[config.mk]
export PLATFORM = sky130hd
export DESIGN_NAME = hwag_angle_channel
export DESIGN_NICKNAME = d
export VERILOG_FILES = /design/src/rtl/hwag_pkg.sv /design/src/rtl/hwag_angle_shadow.sv /design/src/rtl/hwag_angle_channel.sv
export SDC_FILE = /design/constraint.sdc
export NUM_CORES = 1
export LEC_CHECK = 0
export BUFFER_PORTS_ARGS = -buffer_cell sky130_fd_sc_hd__buf_2
export CORE_MARGIN = 5
export CORE_UTILIZATION = 53
export CTS_CLUSTER_DIAMETER = 120
export CTS_CLUSTER_SIZE = 12
export DETAILED_ROUTE_END_ITERATION = 10
export GPL_ROUTABILITY_DRIVEN = 1
export GPL_TIMING_DRIVEN = 1
export HOLD_SLACK_MARGIN = 0.06
export PLACE_DENSITY = 0.76
export SETUP_SLACK_MARGIN = 0.15
export SLEW_MARGIN = 20
export SYNTH_ARGS = -nofsm -noshare
export SYNTH_HDL_FRONTEND = slang
export SYNTH_SLANG_ARGS = --single-unit
export TNS_END_PERCENT = 1
[constraint.sdc]
create_clock -name clk -period 4.7 [get_ports clk]
set_input_delay 0.94 -clock clk [delete_from_list [all_inputs] [get_ports clk]]
set_output_delay 0.94 -clock clk [all_outputs]
set_load 0.01 [all_outputs]
[src/rtl/hwag_pkg.sv]
// hwag_pkg: shared angle-generator constants and channel state encoding.
package hwag_pkg;
    localparam int ANGLE_WIDTH = 24;
    localparam int ANGLE_TOP = 3839;
    typedef enum logic [1:0] {
        IDLE   = 2'd0,
        ARMED  = 2'd1,
        ACTIVE = 2'd2
    } state_t;
endpackage

[src/rtl/hwag_angle_shadow.sv]
// hwag_angle_shadow: double-buffered set/reset angles and channel enable.
module hwag_angle_shadow #(
    parameter int W = 24
) (
    input  logic         clk,
    input  logic         rst,
    input  logic         wr_ena,
    input  logic [W-1:0] wr_set,
    input  logic [W-1:0] wr_reset,
    input  logic         wr_ch_ena,
    input  logic         apply_ok,
    output logic [W-1:0] act_set,
    output logic [W-1:0] act_reset,
    output logic         act_ch_ena,
    output logic         pending
);
    logic [W-1:0] sh_set, sh_reset;
    logic sh_ch_ena, take;
    assign take = pending & apply_ok;
    // a write coinciding with apply keeps pending so the newer shadow is not lost
    always_ff @(posedge clk or negedge rst) begin
        if (!rst) begin
            sh_set     <= '0;
            sh_reset   <= '0;
            sh_ch_ena  <= 1'b0;
            act_set    <= '0;
            act_reset  <= '0;
            act_ch_ena <= 1'b0;
            pending    <= 1'b0;
        end else begin
            if (wr_ena) begin
                sh_set    <= wr_set;
                sh_reset  <= wr_reset;
                sh_ch_ena <= wr_ch_ena;
            end
            if (take) begin
                act_set    <= sh_set;
                act_reset  <= sh_reset;
                act_ch_ena <= sh_ch_ena;
            end
            pending <= wr_ena | (pending & ~take);
        end
    end
endmodule

[src/rtl/hwag_angle_channel.sv]
// hwag_angle_channel: angle-triggered pulse output with deferred angle update
// and a clock-based maximum-dwell cutoff.
module hwag_angle_channel #(
    parameter int ANGLE_WIDTH = hwag_pkg::ANGLE_WIDTH,
    parameter logic [ANGLE_WIDTH-1:0] ANGLE_TOP = ANGLE_WIDTH'(hwag_pkg::ANGLE_TOP),
    parameter int DWELL_WIDTH = 24,
    parameter logic [DWELL_WIDTH-1:0] DWELL_MAX = DWELL_WIDTH'(4000000)
) (
    input  logic                   clk,
    input  logic                   rst,
    input  logic                   hwag_start,
    input  logic [ANGLE_WIDTH-1:0] acnt,
    input  logic                   wr_ena,
    input  logic [ANGLE_WIDTH-1:0] wr_set,
    input  logic [ANGLE_WIDTH-1:0] wr_reset,
    input  logic                   wr_ch_ena,
    output logic                   out,
    output logic                   pending,
    output logic                   dwell_fault,
    input  logic                   fault_clr
);
    import hwag_pkg::*;
    localparam logic [DWELL_WIDTH-1:0] DWELL_LAST = DWELL_MAX - 1'b1;
    state_t state, state_nx;
    logic [ANGLE_WIDTH-1:0] acnt_prev, act_set, act_reset;
    logic [DWELL_WIDTH-1:0] dwell;
    logic act_ch_ena, step, wrap, hit_set, hit_reset, dwell_hit, cutoff, apply_ok;
    assign step      = hwag_start && acnt != acnt_prev;
    assign wrap      = step && acnt_prev == ANGLE_TOP && acnt == '0;
    assign hit_set   = step && acnt == act_set;
    assign hit_reset = step && acnt == act_reset;
    assign dwell_hit = dwell == DWELL_LAST;
    assign apply_ok  = state == IDLE || (wrap && state == ARMED);
    assign cutoff    = state == ACTIVE && hwag_start && !hit_reset && dwell_hit;
    assign out       = state == ACTIVE;
    hwag_angle_shadow #(.W(ANGLE_WIDTH)) u_shadow (
        .clk(clk),
        .rst(rst),
        .wr_ena(wr_ena),
        .wr_set(wr_set),
        .wr_reset(wr_reset),
        .wr_ch_ena(wr_ch_ena),
        .apply_ok(apply_ok),
        .act_set(act_set),
        .act_reset(act_reset),
        .act_ch_ena(act_ch_ena),
        .pending(pending)
    );
    // ACTIVE ignores ch_ena so a disable never truncates a running pulse
    always_comb begin
        state_nx = IDLE;
        case (state)
            IDLE:    state_nx = hwag_start && act_ch_ena ? ARMED : IDLE;
            ARMED:   state_nx = hit_set ? ACTIVE : (!hwag_start || !act_ch_ena) ? IDLE : ARMED;
            ACTIVE:  state_nx = !hwag_start ? IDLE : (hit_reset || dwell_hit) ? ARMED : ACTIVE;
            default: state_nx = IDLE;
        endcase
    end
    always_ff @(posedge clk or negedge rst) begin
        if (!rst) begin
            state       <= IDLE;
            acnt_prev   <= '0;
            dwell       <= '0;
            dwell_fault <= 1'b0;
        end else begin
            state       <= state_nx;
            acnt_prev   <= acnt;
            dwell       <= state != ACTIVE ? '0 : &dwell ? dwell : dwell + 1'b1;
            dwell_fault <= cutoff | (dwell_fault & ~fault_clr);
        end
    end
endmodule

After elaboration in Yosys (flattened, before gate mapping)

Index checks and enable logic that the tools add are counted.

Register bits after elaboration: 150
Bits of input ports: 78
Output and inout port bits: 3
Logic and storage cells: 55

Add/subtract/negate cells: 1
Equality and inequality tests: 9
Muxes and demuxes: 8
Bitwise gates (word level): 7
Reduce and logical (&&, ||, !) cells: 19

Operators by type and width:

| operator                | number |
|---|---|
| $eq A24 B24 Y1          | 2 |
| $mux W24                | 2 |
| $add A24 B1 Y24 const B | 1 |
| $eq A24 B12 Y1 const B  | 1 |
| $eq A24 B22 Y1 const B  | 1 |
| $logic_not A24 Y1       | 1 |
| $ne A24 B24 Y1          | 1 |
| $reduce_and A24 Y1      | 1 |
| $logic_and A1 B1 Y1     | 10 |
| $mux W2                 | 3 |
| $pmux W2 S3             | 1 |
| $ne A2 B2 Y1 const B    | 2 |
| $and A1 B1 Y1           | 3 |
| $logic_not A1 Y1        | 3 |
| $logic_or A1 B1 Y1      | 3 |
| $eq A2 B1 Y1 const B    | 1 |
| $eq A2 B2 Y1 const B    | 1 |
| $logic_not A2 Y1        | 1 |
| $mux W1                 | 2 |
| $not A1 Y1              | 2 |
| $or A1 B1 Y1            | 2 |

Longest topological paths before layout

Gate-level depths: netlist of run 1.

Depth in word-level cells: 10
Depth in mapped cells: 8
Depth with buffers taken out: 7

By module

From an unflattened synthesis of run 1, not the netlist that was laid out.

Cell total of the unflattened synthesis: 506
Area total of the unflattened synthesis: 6,695.2 um2

By module, submodules not included:

| module             | instances | cells an instance | area an instance (um2) |
|---|---|---|---|
| hwag_angle_shadow  | 1         | 211               | 3,699.8 |
| hwag_angle_channel | 1         | 295               | 2,995.4 |

Worst setup path after synthesis of run 1

OpenSTA, ideal clock, no wires.

Path type: input -> register
Start: in acnt[12]
End: reg u_shadow.act_reset[13]
Library setup time: 0.125 ns
Arrival: 2.370 ns
Data required time: 4.575 ns
Slack: 2.205 ns
Cell stages on the path: 7
Buffers on the path: 2
Cell sequence: nor4b_1 > nand4_1 > nor4_2 > o21ai_1 > buf_2 > buf_6 > mux2_2

Word-level cells in the longest chain between the ends: 7
Elaborated cells on any way between the ends: 8

RTL lines:

| what                    | line                     | text |
|---|---|---|
| from (decl)             | hwag_angle_channel.sv:12 | `input logic [ANGLE_WIDTH-1:0] acnt,` |
| $ne A24 B24 Y1          | hwag_angle_channel.sv:28 | `assign step = hwag_start && acnt != acnt_prev;` |
| $logic_and A1 B1 Y1     | hwag_angle_channel.sv:28 |  |
| $logic_and A1 B1 Y1     | hwag_angle_channel.sv:29 | `assign wrap = step && acnt_prev == ANGLE_TOP && acnt == '0;` |
| $logic_and A1 B1 Y1 (*) | hwag_angle_channel.sv:29 |  |
| $logic_and A1 B1 Y1 (*) | hwag_angle_channel.sv:33 | `assign apply_ok = state == IDLE \|\| (wrap && state == ARMED);` |
| $logic_or A1 B1 Y1 (*)  | hwag_angle_channel.sv:33 |  |
| $and A1 B1 Y1 (*)       | hwag_angle_shadow.sv:19  | `assign take = pending & apply_ok;` |
| to (signal assigned)    | hwag_angle_shadow.sv:38  | `act_reset <= sh_reset;` |
| to (decl)               | hwag_angle_shadow.sv:13  | `output logic [W-1:0] act_reset,` |

Every way passes the cells marked *; elsewhere a longest branch is shown, timed or not.
A chain may end at the register's enable or synchronous reset.

Final worst setup path of run 1

Start: reg state[0]
End: out out

Word-level cells in the longest chain between the ends: 1

RTL lines:

| what                   | line                     | text |
|---|---|---|
| from (decl)            | hwag_angle_channel.sv:24 | `state_t state, state_nx;` |
| from (signal assigned) | hwag_angle_channel.sv:66 | `state <= state_nx;` |
| $eq A2 B2 Y1           | hwag_angle_channel.sv:35 | `assign out = state == ACTIVE;` |
| to (decl)              | hwag_angle_channel.sv:17 | `output logic out,` |

Every way passes these cells.

==> results.toml, run 1 <==
[run_status]
status = "finished clean"

[floorplanning]
die_area_mm2 = 0.0150
die_w_um = 123
num_rows = 41
die_y_um = 123
pin_count = 81
core_mm2 = 0.0125
start_util_pct = 53.6

[critical_path]
critical_path_arrival_ps = 2110
worstPathRequired_ps = 3760
slowest_stage = "nand2b_1"
worstPathCellList = "nand2b_1 > inv_1 > buf_2"
path_max_fanout = 24
worstSetupEndpointType = "primary output"
critPathLaunchType = "register"
crit_type = "register to primary output"
crit_buf_inv = 2
timing.critical_path.slowest_cell_delay_ps = 770
path_delay_family = "simple AND/OR/NAND/NOR gates"
reg2reg_slack_ps = 2250

[yosys]
ys_warn_count = 0
yosys_most_used_dff = "dfrtp_1"
synth.most_common_cell = "dfrtp_1"
ys_seq_area_share_pct = 55.9
ys_ff_latch = 150
synth_area_leader_cell = "dfrtp_1"
syn_nets = 603
avgSynthCellArea_um2 = 12.8
async_flop_share_pct = 100
syn_area_mm2 = 0.00671
synth_edf_count = 0
synthCells = 524
synth_area_leaders = "dfrtp_1 (56%), mux2_2 (16%), xnor2_1 (5.5%), xor2_1 (5.5%), nor4_1 (2.1%)"
synth.top_cells.by_count = "dfrtp_1 (150), mux2_2 (98), xnor2_1 (42), xor2_1 (42), nor2_1 (24)"
yosys.area.top_type_share_pct = 55.9
ys_types = 45

[cells_and_area]
nets = 689
drive_gt1_share_pct = 35.5
fillers = 1012
antenna_cells = 0
fin_area_mm2 = 0.00793
syn_to_final_growth_pct = 18.2

[timing]
hold_viol_final = 0
clock.fmax_mhz = 328
layout_min_cycle_time_ps = 3050
skew_ps = 7.63
fin_ws_ps = 1650
rsz0062_at_grt = "no"
fin_setup_tns_ps = 0
tightest_slew_ps = 966
setup_violations = 0
drv_slew = 0
fin_crit_sh_pct = 64.9
slew-limit-headroom_pct = 35.6

[grt]
antenna_found_initial = 0
grtUsageTotal_pct = 21.7
grt_pass1_wl_um = 24700
gr-total-overflow = 0
grt_max_degree = 85
grt_pass1_vias = 4733

[job]
max_cap_viol_count = 0

[clock_tree]
cts_setup_buffers = 0
clock_tree.buffer_depth = 2
cts.sinks = 150
cts_root_buf = "clkbuf_16"
clk_latency_ps = 420
tritoncts = "done"
h-tree-depth = 4
cts_hold_repair.buffers = 0
clk_pin_slew_ps = 60
post_cts_resized = 0
cts_made_buffers = 17

[detailed_routing]
vias = 4464
first_pass_iters = 4
initialDrtViolationCount = 366
postRouteWirelength_um = 14900
viasPerCell = 5.62
drtAntennaViolNets = 0
wl_per_cell_um = 18.8
route.detailed.drc = 0

[power]
p_seq_share_pct = 45.2
ir_drop_mv = 0.328
power_density_mw_per_mm2 = 451
switching_share_pct = 25.4
combPwrFrac_pct = 14.1
p_switching_uw = 909
cellInternalPower_uw = 2670
leakage_uw = 0.00330
pwr-share-clk_pct = 40.8

[place]
place_congestion = 0.956
port_buffers = 80
place_area_mm2 = 0.00729
dp_hpwl_um = 11200
post-place-ws_ps = 1540

[worst_hold_path]
worstHoldPathType = "register to register"
## power by group through the flow
stage          Sequential, uW  Combinational (uW)  Clock [uW]
2_1_floorplan            1580                 357           0
3_5_place_dp             1640                 504           0
5_1_grt                  1640                 555        1540
6_report                 1620                 504        1460
3_3_place_gp             1640                 490           0
4_1_cts                  1620                 509        1480
## layout by cell type, fill, tap and decap left out, types with 17 or more instances in the layout
| master | n |
|---|---|
| nand2_1 | 18 |
| clkbuf_16 | 17 |
| nor4_1 | 22 |
| mux2_2 | 98 |
| dfrtp_1 | 150 |
| buf_2 | 78 |
| xnor2_1 | 42 |
| xor2_1 | 42 |
| nor2_1 | 24 |
| nand4_1 | 17 |
## through the flow
step                      instances  util (%)  hold slack (ps)  power, uW
after floorplan                 524         -              464       1940
after global placement          763      58.2              484       2130
after detailed placement        763      58.2              493       2150
after CTS                       795      63.4              507       3610
after global routing            795      63.4              529       3740
final                           795      63.4              506       3580
## per-layer routing
layer  vias to the layer above  wire length [um]  track usage [%]
met5                         -                 0                0
met4                         0               272             7.21
met3                        17               831             5.90
met2                       127              7590             36.0
met1                      2263              6250             27.7
li1                       2057                 -                -
## state kept, by name, summed over array words and instances, names as in the netlist
name	cells
acnt_prev	24
dwell	24
u_shadow.act_reset	24
u_shadow.act_set	24
u_shadow.sh_reset	24
u_shadow.sh_set	24
state	2
dwell_fault	1
u_shadow.act_ch_ena	1
u_shadow.pending	1
u_shadow.sh_ch_ena	1
## worst register-to-register path: cells and delay by family (launching register included)
| kind | cells | cell delay [ps] |
|---|---|---|
| buf+inv | 1 | 340 |
| simple gates | 3 | 1000 |
| flops | 1 | 390 |
| compound gates | 1 | 280 |
| mux | 1 | 330 |
## kinds of logic (layout without fill, tap and decap cells)
group | after synthesis | count (layout) | synth area share (%)
compound gates | 28 | 28 | 2.63
buf+inv | 20 | 119 | 1.38
mux | 99 | 99 | 16.6
simple gates | 142 | 142 | 12.3
xor+xnor | 84 | 84 | 11.0
flops | 150 | 150 | 55.9
fa+ha+maj | 1 | 1 | 0.186
## area by class of cell
cell class	instances	area [um^2]	share of cell area (%)
Timing Repair Buffer	83	432	5.44
Clock inverter	13	190	2.40
Tap cell	172	215	2.71
Inverter	4	15.0	0.189
Multi-Input combinational cell	354	2880	36.2
Clock buffer	19	453	5.71
Sequential cell	150	3750	47.3
## path summary, 6_finish.rpt
check                                               to  cells past startpoint                start
max in group asynchronous        u_shadow.sh_reset[13]                      2                  rst
min in group asynchronous                     dwell[1]                      1                  rst
worst max-delay path                               out                      3             state[0]
worst min-delay path               u_shadow.sh_set[14]                      1  u_shadow.sh_set[14]
worst min register to register     u_shadow.sh_set[14]                      1  u_shadow.sh_set[14]
worst max register to register  u_shadow.act_reset[17]                      6         acnt_prev[8]
(Power assumes the default switching activity.)
==> run 2, diff against run 1 <==
Settings changed: CORE_UTILIZATION 53 to 52, PLACE_DENSITY 0.76 to 0.77.
Clock period 4.7 ns to 2.8 ns, I/O delays scaled along.
==> results.toml, run 2 (synthesis results as in run 1) <==
[run_status]
status = "finished clean"

[power]
power_density_mw_per_mm2 = 769
p_switching_uw = 1540
cellInternalPower_uw = 4650
switching_share_pct = 24.8
leakage_uw = 0.00335
pwr-share-clk_pct = 41.9
p_seq_share_pct = 43.8
power_uw = 6190
ir_drop_mv = 0.603
combPwrFrac_pct = 14.3

[grt]
met2_usage_pct = 36.3
antenna_found_initial = 0
grt_max_degree = 68
grt_pass1_wl_um = 25500
gr-total-overflow = 0
gr-usage-met3_pct = 5.27
grt.met1_usage_pct = 29.2
grt_pass1_vias = 4836
grtUsageTotal_pct = 22.4
top_usage_layer = "met2"

[clock_tree]
clk_pin_slew_ps = 60
cts_root_buf = "clkbuf_16"
cts_setup_buffers = 0
cts_hold_repair.buffers = 0
cts.sinks = 150
h-tree-depth = 4
clock_tree.buffer_depth = 2
clk_latency_ps = 430
cts_made_buffers = 17
post_cts_resized = 0
tritoncts = "done"

[detailed_routing]
viasPerCell = 5.58
initialDrtViolationCount = 329
postRouteWirelength_um = 15400
vias = 4480
wl_per_cell_um = 19.2
first_pass_iters = 6
route.detailed.drc = 0
drtAntennaViolNets = 0

[place]
place_inst = 771
place_congestion = 0.949
port_buffers = 80
place_area_mm2 = 0.00737
dp_hpwl_um = 11300

[timing]
setup_violations = 0
layout_min_cycle_time_ps = 2330
skew_ps = 5.49
hold_viol_final = 0
slew-limit-headroom_pct = 59.0
tightest_slew_ps = 615
fin_setup_tns_ps = 0
clock.fmax_mhz = 429
rsz0062_at_grt = "no"
fin_crit_sh_pct = 83.3
drv_slew = 0

[cells_and_area]
layout_common_cells = "dfrtp_1 (150), mux2_2 (98), buf_2 (79)"
nets = 697
final_common_cell = "dfrtp_1"
antenna_cells = 0
syn_to_final_growth_pct = 19.9
drive_gt1_share_pct = 35.8
final_cells = 803
final_core_util_pct = 63.8
fin_area_mm2 = 0.00805

[critical_path]
worstPathCellList = "nor4b_1 > nand4_1 > nor4_2 > o21ai_4 > buf_4 > mux2_2"
path_max_fanout = 21
critical_path_arrival_ps = 2640
slowest_stage = "nor4_2"
timing.critical_path.slowest_cell_delay_ps = 500
rr_startpoint = "state[0]"
crit_type = "register to register"
worstSetupEndpointType = "register"
worstPathRequired_ps = 3110
critPathLaunchType = "register"
startpoint = "state[0]"

[floorplanning]
start_util_pct = 53.2
die_y_um = 124
die_w_um = 124
die_area_mm2 = 0.0153
core_mm2 = 0.0126
num_rows = 41
pin_count = 81

[worst_hold_path]
worstHoldPathType = "input pin to async pin"

[job]
max_cap_viol_count = 0
==> run 2: cell types whose count changed in the layout (fill, tap and decap cells not counted), sizes merged <==
cell,change
inv,-4
clkinv,-1
bufinv,+2
buf,+8
clkbuf,+2
clkinvlp,+1
==> run 2: final timing paths <==
path / cells past startpoint / end / slack [ps]
setup / recovery: 6 / u_shadow.act_reset[7] / 470
hold / removal: 1 / u_shadow.sh_reset[6] / 120
setup reg to reg: 6 / u_shadow.act_reset[7] / 470
hold reg to reg: 1 / u_shadow.act_set[1] / 500
max in group asynchronous: 2 / u_shadow.act_reset[7] / 1960
min in group clk: 1 / acnt_prev[10] / 330
==> run 2: final cells by class <==
| cell class | count | area (um^2) |
|---|---|---|
| flip-flops and latches | 150 | 3750 |
| clock inverters | 11 | 221 |
| inverters | 4 | 15.0 |
| multi-input cells | 354 | 2880 |
| fillers | 983 | 4570 |
| clock buffers | 21 | 450 |
| well taps | 172 | 215 |
| repair buffers | 91 | 514 |
==> run 2: stage by stage <==
stage          setup slack, ps  hold slack (ps)
2_1_floorplan              685              264
3_3_place_gp               184              482
3_5_place_dp               170              492
4_1_cts                    511              152
5_1_grt                    325              179
6_report                   468              123
==> run 2: per-layer routing <==
layer  share of wire [%]  vias up
met5                   0        -
li1                    -     2089
met2                  50      122
met1                  43     2242
met4                 2.0        0
met3                 4.8       27
==> run 2: worst max-delay path, delay by kind of cell (launching register included) <==
family                 cells  cell delay, ps
flip-flops                 1             430
AND/OR/NAND/NOR            3            1030
multiplexers               1             300
AO/OA/AOI/OAI              1             170
buffers and inverters      1             260
==> run 2: power groups by stage <==
stage,clock network (uW),logic [uW],registers (uW)
after floorplan,0,600,2650
after global placement,0,850,2740
after detailed placement,0,879,2750
after CTS,2610,892,2720
after global routing,2710,964,2740
final,2590,882,2710
